## config.mk

```make
export PLATFORM = sky130hd
export DESIGN_NAME = serial_add_ctrl
export DESIGN_NICKNAME = d
export VERILOG_FILES = /design/src/rtl/serial_add_ctrl.sv
export SDC_FILE = /design/constraint.sdc
export NUM_CORES = 1
export LEC_CHECK = 0
export ABC_AREA = 1
export BUFFER_PORTS_ARGS = -buffer_cell sky130_fd_sc_hd__buf_2
export CORE_MARGIN = 2
export CORE_UTILIZATION = 35
export DETAILED_ROUTE_END_ITERATION = 7
export PLACE_DENSITY_LB_ADDON = 0.05
export SLEW_MARGIN = 20
export SYNTH_ARGS = -nofsm -noshare
export SYNTH_HDL_FRONTEND = slang
export SYNTH_SLANG_ARGS = --single-unit
```

## constraint.sdc

```tcl
create_clock -name clk -period 2 [get_ports clk]
set_clock_uncertainty 0.05 [all_clocks]
set_input_delay 0.1 -clock clk [delete_from_list [all_inputs] [get_ports clk]]
set_output_delay 0.1 -clock clk [all_outputs]
set_load 0.05 [all_outputs]
```

## src/rtl/serial_add_ctrl.sv

```systemverilog
// Bit-serial adder controller: adds two WIDTH-bit operands plus a carry-in,
// one bit per clock (LSB first) through a single gate-level full adder.
// Results (sum, carryout, overflow) are registered and held after the done pulse.

// Gate-level full adder cell shared by the serial datapath.
module structuralFullAdder (
    input  logic a,
    input  logic b,
    input  logic cin,
    output logic sum,
    output logic cout
);
    logic p_s;
    logic g_s;
    logic t_s;

    xor u_x1 (p_s, a, b);
    xor u_x2 (sum, p_s, cin);
    and u_a1 (g_s, a, b);
    and u_a2 (t_s, p_s, cin);
    or  u_o1 (cout, g_s, t_s);
endmodule

module serial_add_ctrl #(
    parameter int WIDTH = 8
) (
    input  logic             clk,
    input  logic             reset,
    input  logic             start,
    input  logic [WIDTH-1:0] a,
    input  logic [WIDTH-1:0] b,
    input  logic             carryin,
    output logic             busy,
    output logic             done,
    output logic [WIDTH-1:0] sum,
    output logic             carryout,
    output logic             overflow
);
    localparam int CW = $clog2(WIDTH);
    localparam logic [CW-1:0] CNT_LAST   = CW'(WIDTH - 1);
    localparam logic [CW-1:0] CNT_PENULT = CW'(WIDTH - 2);

    typedef enum logic [1:0] {
        ST_IDLE = 2'b00,
        ST_RUN  = 2'b01,
        ST_DONE = 2'b10
    } state_t;

    state_t            state_q, state_d;
    logic [WIDTH-1:0]  opa_q, opa_d;
    logic [WIDTH-1:0]  opb_q, opb_d;
    logic [WIDTH-1:0]  acc_q, acc_d;
    logic              carry_q, carry_d;
    logic              cmsb_q, cmsb_d;
    logic [CW-1:0]     cnt_q, cnt_d;
    logic              busy_q, busy_d;
    logic              done_q, done_d;
    logic              cout_q, cout_d;
    logic              ovf_q, ovf_d;

    logic              fa_sum_s;
    logic              fa_cout_s;

    // The only adder in the datapath: operates on the current LSBs and carry.
    structuralFullAdder u_fa (
        .a    (opa_q[0]),
        .b    (opb_q[0]),
        .cin  (carry_q),
        .sum  (fa_sum_s),
        .cout (fa_cout_s)
    );

    // Next-state and datapath update; every register holds unless its phase says otherwise.
    always_comb begin
        state_d = state_q;
        opa_d   = opa_q;
        opb_d   = opb_q;
        acc_d   = acc_q;
        carry_d = carry_q;
        cmsb_d  = cmsb_q;
        cnt_d   = cnt_q;
        busy_d  = 1'b0;
        done_d  = 1'b0;
        cout_d  = cout_q;
        ovf_d   = ovf_q;

        case (state_q)
            ST_IDLE: begin
                if (start) begin
                    state_d = ST_RUN;
                    opa_d   = a;
                    opb_d   = b;
                    carry_d = carryin;
                    cnt_d   = {CW{1'b0}};
                    busy_d  = 1'b1;
                end else begin
                    state_d = ST_IDLE;
                end
            end
            ST_RUN: begin
                acc_d   = {fa_sum_s, acc_q[WIDTH-1:1]};
                opa_d   = {1'b0, opa_q[WIDTH-1:1]};
                opb_d   = {1'b0, opb_q[WIDTH-1:1]};
                carry_d = fa_cout_s;
                // Carry leaving bit WIDTH-2 is the carry into the MSB.
                if (cnt_q == CNT_PENULT) begin
                    cmsb_d = fa_cout_s;
                end else begin
                    cmsb_d = cmsb_q;
                end
                if (cnt_q == CNT_LAST) begin
                    state_d = ST_DONE;
                    cnt_d   = {CW{1'b0}};
                    done_d  = 1'b1;
                    cout_d  = fa_cout_s;
                    ovf_d   = cmsb_q ^ fa_cout_s;
                end else begin
                    cnt_d   = cnt_q + CW'(1);
                    busy_d  = 1'b1;
                end
            end
            ST_DONE: begin
                state_d = ST_IDLE;
            end
            default: begin
                state_d = ST_IDLE;
            end
        endcase
    end

    // State and datapath registers with asynchronous clear.
    always_ff @(posedge clk or posedge reset) begin
        if (reset) begin
            state_q <= ST_IDLE;
            opa_q   <= {WIDTH{1'b0}};
            opb_q   <= {WIDTH{1'b0}};
            acc_q   <= {WIDTH{1'b0}};
            carry_q <= 1'b0;
            cmsb_q  <= 1'b0;
            cnt_q   <= {CW{1'b0}};
            busy_q  <= 1'b0;
            done_q  <= 1'b0;
            cout_q  <= 1'b0;
            ovf_q   <= 1'b0;
        end else begin
            state_q <= state_d;
            opa_q   <= opa_d;
            opb_q   <= opb_d;
            acc_q   <= acc_d;
            carry_q <= carry_d;
            cmsb_q  <= cmsb_d;
            cnt_q   <= cnt_d;
            busy_q  <= busy_d;
            done_q  <= done_d;
            cout_q  <= cout_d;
            ovf_q   <= ovf_d;
        end
    end

    assign busy     = busy_q;
    assign done     = done_q;
    assign sum      = acc_q;
    assign carryout = cout_q;
    assign overflow = ovf_q;
endmodule

```

==> results of run 1 <==
==> placed cells by master (no fill, tap or decap) <==
cell type      Yosys  final
nor2_2             1      1
dfrtp_1           35     35
nand2_2            2      2
nand2_1           79     79
nand3_1           31     31
nand4_1            1      1
ha_1               3      3
inv_1             34     34
o22ai_1            2      2
inv_2              2      2
buf_2              4     31
bufinv_16          0      1
nand2_4            1      1
clkbuf_8           0      6
nor2_4             1      1
xor2_1             1      1
clkinv_2           0      1
o21ai_0            8      8
buf_4              4      5
nor2_1             3      3
dlygate4sd3_1      0      3
fa_1               1      1
inv_4              1      1
==> final cells by class <==
class | instances | area [sq um]
fill | 495 | 2650
sequential | 35 | 876
multi-input combinational | 134 | 629
timing repair buffer | 39 | 223
inverter | 37 | 141
tap | 67 | 83.8
clock buffer | 6 | 82.6
clock inverter | 2 | 35.0
==> power by group through the flow <==
stage	combinational (mW)	sequential (mW)	clock, mW
final	1.63	1.22	0.655
after floorplan	0.975	1.55	0
after detailed placement	1.65	1.23	0
after global routing	1.88	1.26	0.706
after global placement	1.65	1.24	0
after CTS	1.66	1.22	0.677
==> Yosys cell counts (all sizes together) <==
cell    n  area share (%)
ha      3             2.2
nand4   1            0.37
o21ai   8             2.3
o22ai   2            0.73
inv    37             8.3
nor2    5             1.7
xor2    1            0.51
dfrtp  35              51
nand3  31             9.1
fa      1             1.2
buf     9             3.6
nand2  82              19
==> path summary, 6_finish.rpt <==
path                              end  slack, ns  cells after the start        from
min in group asynchronous      sum[6]       0.43                      4       reset
min reg2reg                    sum[0]       0.43                      2      sum[0]
max in group asynchronous  state_q[1]       1.15                      4       reset
max reg2reg                  opa_q[6]       0.55                      6  state_q[1]
min                          opa_q[1]       0.07                      5        a[1]
max                          opa_q[6]       0.55                      6  state_q[1]
==> cells by family (layout without fill, tap and decap cells) <==
kind of cell	count (synthesis)	after routing	synth area share, %
buf+inv	46	84	11.9
simple gates	119	119	29.9
flops	35	35	51.3
compound gates	10	10	3.08
xor+xnor	1	1	0.513
fa+ha+maj	4	4	3.37
==> routing by layer <==
| layer | track usage (%) | vias up |
|---|---|---|
| met5 | 0 | - |
| met4 | 4.24 | 0 |
| met3 | 4.12 | 5 |
| met2 | 22.8 | 19 |
| met1 | 20.5 | 617 |
| li1 | - | 730 |
==> sequential cells by signal (all words and copies together), names as in the netlist <==
name / flops
carryout: 1
state_q: 2
sum: 8
opa_q: 8
carry_q: 1
overflow: 1
cnt_q: 3
cmsb_q: 1
done: 1
opb_q: 8
busy: 1
==> critical path, stage by stage (launching register included) <==
cell and delay (ns):
dfrtp_1 0.40, inv_2 0.14, nand2_2 0.21, nand2_4 0.27, inv_4 0.14, nand2_1 0.09, nand2_1 0.05
==> results by group, run 1 <==
Status
  – Status: finished clean

Global route
  – Number of antenna violations at the first check in global routing: 0
  – Number of global-route vias before repair: approximately 1300
  – Total gr overflow: 0
  – First-pass GRT wire length: between 6000 and 7000 um
  – Pin count of the biggest net entering global routing: 36
  – GRT Overall Usage: between 10% and 20%

Die
  – Row cnt: 25
  – Starting Density: 36.2%
  – Die H: 73.9 um
  – Core footprint: ~0.0047 sq mm
  – Horiz. Die Dim: 73.9 um
  – I/O pin count: 32
  – Die ar.: around 0.0055 sq mm

Run
  – Max_cap viols: 0

Layout
  – ANT cells: 0
  – Design Area, Final: 0.00207 sq mm
  – Share of layout cells above drive strength 1: 20.6%
  – P&R area growth vs syn: 21.2%
  – Utilization after layout: ~44%
  – Final net count: 276
  – Non-filler instance count after layout: between 300 and 400

Clock tree
  – Clock root cell: clkbuf_8
  – TritonCTS buffer count: 5
  – Worst skew pair latency: roughly 0.28 ns
  – Hold buffers post-CTS: 3
  – CTS clock-pin slew for the worst setup and hold paths: ~0.070 ns
  – Clock sink total: 35
  – Post-CTS Resized: 0
  – Clock buffer depth: 2
  – H-tree levels: 2
  – CTS tree: built
  – Post-CTS setup buffer count: 0

Placed design
  – Post-Place Cell Area: 0.00192 sq mm
  – IO buf count: 31
  – RePlAce Congestion: ~0.75
  – Placement Setup Slack: roughly 0.55 ns
  – Dpl cells: ~310
  – HPWL Detailed: 2380 um

Synthesis
  – Seq/Total Area, Yosys: about half
  – Ys Warns: 0
  – Flops & latches, synth: 35
  – Cells after synthesis: 215
  – Syn avg cell area: just under 8 sq um
  – Syn Nets: between 200 and 250
  – Synth cell types: 20
  – Mapped Area: approximately 0.0017 sq mm

STA
  – Pins Over Slew Limit: 0
  – Fin crit share: between 70 and 80%
  – Unrepaired setup endpoints after global routing: no
  – Hold slack: ~0.073 ns
  – Fin crit period: roughly 1.4 ns
  – Setup WS post-layout: 0.551 ns
  – Fmax: ~690 MHz
  – Final setup viols: 0
  – Final hold vios: 0
  – Setup_tns: 0 ns
  – Worst-margin pin slew: 0.510 ns
  – Slew HR: about two thirds

Power
  – Max VDD drop: between 400 and 500 uV
  – Sequential power share: 34.8%
  – NetSw: 1.55 mW
  – Tot Pwr: 3.50 mW
  – Clock Power Share: a little under a fifth
  – Leakage: 1.19 nW
  – Comb pwr share: 46.5%
  – Internal: roughly 2.0 mW
  – Switching share of power: approximately 44%
  – Pwr dens: 1690 mW/mm^2

Critical path
  – WS Path Type: reg2reg
  – Worst-path maximum fanout: 19
  – Setup crit end kind: register
  – CP required: ~2.1 ns
  – CP Data Arrival Time: between 1.5 and 2 ns
  – Setup crit start kind: register

Route
  – Vias: around 1400
  – Initial DRC count: slightly above 90
  – Antenna viol nets, final: 0
  – Avg Vias per Cell: 4.28
  – Top Metal Used: met4
  – Met2 routed WL: roughly 1500 um
  – TritonRoute pass-1 iters: 4
  – WL met3: ~110 um
  – DRC viols: 0
  – Routed WL per cell: 11.0 um
  – Met1 Wirelength: approximately 1900 um
  – Routed WL: 3530 um

Worst hold path
  – Min-delay worst type: in2reg
(Power assumes the default switching activity.)
==> run 2: changes to the inputs <==
==> constraint.sdc (replaced) <==
create_clock -name clk -period 1.23 [get_ports clk]
set_clock_uncertainty 0.05 [all_clocks]
set_input_delay 0.0615 -clock clk [delete_from_list [all_inputs] [get_ports clk]]
set_output_delay 0.0615 -clock clk [all_outputs]
set_load 0.05 [all_outputs]
==> results by group, run 2 (synthesis results as in run 1) <==
Layout
  – Fillers: 485 (-2.0%)
  – Share of layout cells above drive strength 1: 26.4% (+5.9 points)
  – P&R area growth vs syn: 29.6%
  – Final net count: 284 (+2.9%)
  – Commonest non-fill, non-tap cell in the layout: nand2_1
  – Utilization after layout: 46.9% (+3.0 points)
  – Commonest cells after routing, fill and taps aside: nand2_1, dfrtp_1, inv_1
  – Non-filler instance count after layout: 328 (+2.5%)
  – ANT cells: 0 (unchanged)

Clock tree
  – Clock buffer depth: 2 (unchanged)
  – TritonCTS buffer count: 5 (unchanged)
  – Clock root cell: clkbuf_8
  – CTS clock-pin slew for the worst setup and hold paths: 0.07 ns (about the same)
  – CTS tree: built
  – Worst skew pair latency: 0.29 ns (about the same)
  – H-tree levels: 2 (unchanged)
  – Clock sink total: 35 (unchanged)

Placed design
  – HPWL Detailed: 2450 um (+3.1%)
  – RePlAce Congestion: 0.666 (-12%)
  – IO buf count: 31 (unchanged)
  – Dpl cells: 316 (+2.3%)

Power
  – Max VDD drop: 1260 uV (+160%)
  – Pwr dens: 2680 mW/mm^2 (+59%)
  – Tot Pwr: 5.94 mW (+70%)
  – Leakage: 1.23 nW (+3.2%)

STA
  – Final setup viols: 2 (+2)
  – Final hold vios: 0 (unchanged)
  – Fin crit period: 1.26 ns (-0.188 ns)
  – Fin crit share: 103% (+30 points)
  – Slew HR: 83.5% (+18 points)
  – Fmax: 792 MHz (+15%)
  – Pins Over Slew Limit: 0 (unchanged)
  – Setup WS post-layout: -0.0318 ns (-0.582 ns)
  – Unrepaired setup endpoints after global routing: yes
  – Worst-margin pin slew: 0.249 ns (-0.261 ns)

Global route
  – Number of global-route vias before repair: 1377 (+7.0%)
  – Total gr overflow: 0 (unchanged)
  – Met1 capacity usage during global routing: 20.2% (-0.22 points)
  – GRT Overall Usage: 15.1% (+0.21 points)
  – Grt met2 use: 23.8% (+0.99 points)
  – Number of antenna violations at the first check in global routing: 0 (unchanged)
  – Pin count of the biggest net entering global routing: 36 (unchanged)
  – Routing usage on met3: 3.70% (-0.41 points)
  – Most Crowded Layer GR: met2
  – First-pass GRT wire length: 6230 um (+2.0%)

Route
  – Avg Vias per Cell: 4.34 (+1.3%)
  – Initial DRC count: 52 (-43%)
  – DRC viols: 0 (unchanged)
  – Routed WL per cell: 11.3 um (+2.3%)
  – TritonRoute pass-1 iters: 4 (unchanged)
  – Routed WL: 3700 um (+4.8%)
  – Antenna viol nets, final: 0 (unchanged)
  – Vias: 1424 (+3.9%)

Critical path
  – Setup crit start kind: register
  – Setup crit end kind: register
  – Worst-path maximum fanout: 4 (-15)
  – WS Path Type: reg2reg
  – Critical path origin: opa_q[0]
  – CP required: 1.36 ns (-0.76 ns)
  – CP Data Arrival Time: 1.39 ns (-0.18 ns)
  – Worst r2r src: opa_q[0]

Die
  – Row cnt: 25 (unchanged)
  – Horiz. Die Dim: 73.9 um (unchanged)
  – Die H: 73.9 um (unchanged)
  – Starting Density: 36.2% (unchanged)
  – Core footprint: 0.00472 sq mm (unchanged)
  – I/O pin count: 32 (unchanged)
  – Die ar.: 0.00545 sq mm (unchanged)

Run
  – Max_cap viols: 0 (unchanged)

Worst hold path
  – Worst Min Path Start: b[6]
  – Min-delay worst type: in2reg

Status
  – Failing checks: negative setup slack
  – Status: finished, violations left
-- run 2: per-stage QoR --
stage | area, sq um | TNS (ns) | worst slack, ns | hold WS, ns
2_1_floorplan | 1710 | 0 | 0.0109 | 0.132
3_3_place_gp | 2030 | -0.0179 | -0.0179 | 0.0742
3_5_place_dp | 2030 | -0.0395 | -0.0282 | 0.0773
4_1_cts | 2150 | -0.0288 | -0.0204 | 0.0222
5_1_grt | 2210 | -0.179 | -0.0940 | 0.0516
6_report | 2210 | -0.0370 | -0.0318 | 0.0242
-- run 2: final timing paths --
check	to	cells after the start	slack, ns
worst max register to register	overflow	4	-0.03
min in group asynchronous	opa_q[6]	4	0.31
worst min register to register	sum[0]	2	0.43
worst max-delay path	overflow	4	-0.03
max in group asynchronous	opa_q[5]	4	0.64
worst min-delay path	opb_q[6]	5	0.02
-- run 2: cell type report --
type,instances,area (sq um),share of cell area (%)
clock buffers,5,68.8,3.11
clock inverters,3,20.0,0.904
inverters,37,144,6.50
multi-input cells,134,684,30.9
flip-flops and latches,35,876,39.6
well taps,67,83.8,3.79
repair buffers,47,337,15.2
-- run 2: power breakdown --
part / internal [mW] / switching [mW] / total [mW]
clock network: 0.394 / 0.441 / 0.834
registers: 1.68 / 0.326 / 2.01
logic: 1.16 / 1.94 / 3.10
total: 3.23 / 2.70 / 5.94
-- run 2: timing repair --
action                     CTS  global route
resized for setup            1            16
hold endpoints to repair    37             0
buffers inserted             1             0
hold buffers                 3             0
setup endpoints to repair    4            17
pin swaps                    3             1
-- run 2: worst max-delay path, cell delays in order, from the launching register on --
cell and delay, ns:
dfrtp_1 0.41, fa_2 0.44, xor2_1 0.16, nand2_1 0.06, nand2_1 0.04
-- run 2: metal layers --
| layer | up-vias | wire (um) |
|---|---|---|
| met3 | 7 | 114 |
| met2 | 27 | 1700 |
| met1 | 646 | 1840 |
| met4 | 0 | 48 |
| li1 | 744 | - |
| met5 | - | 0 |
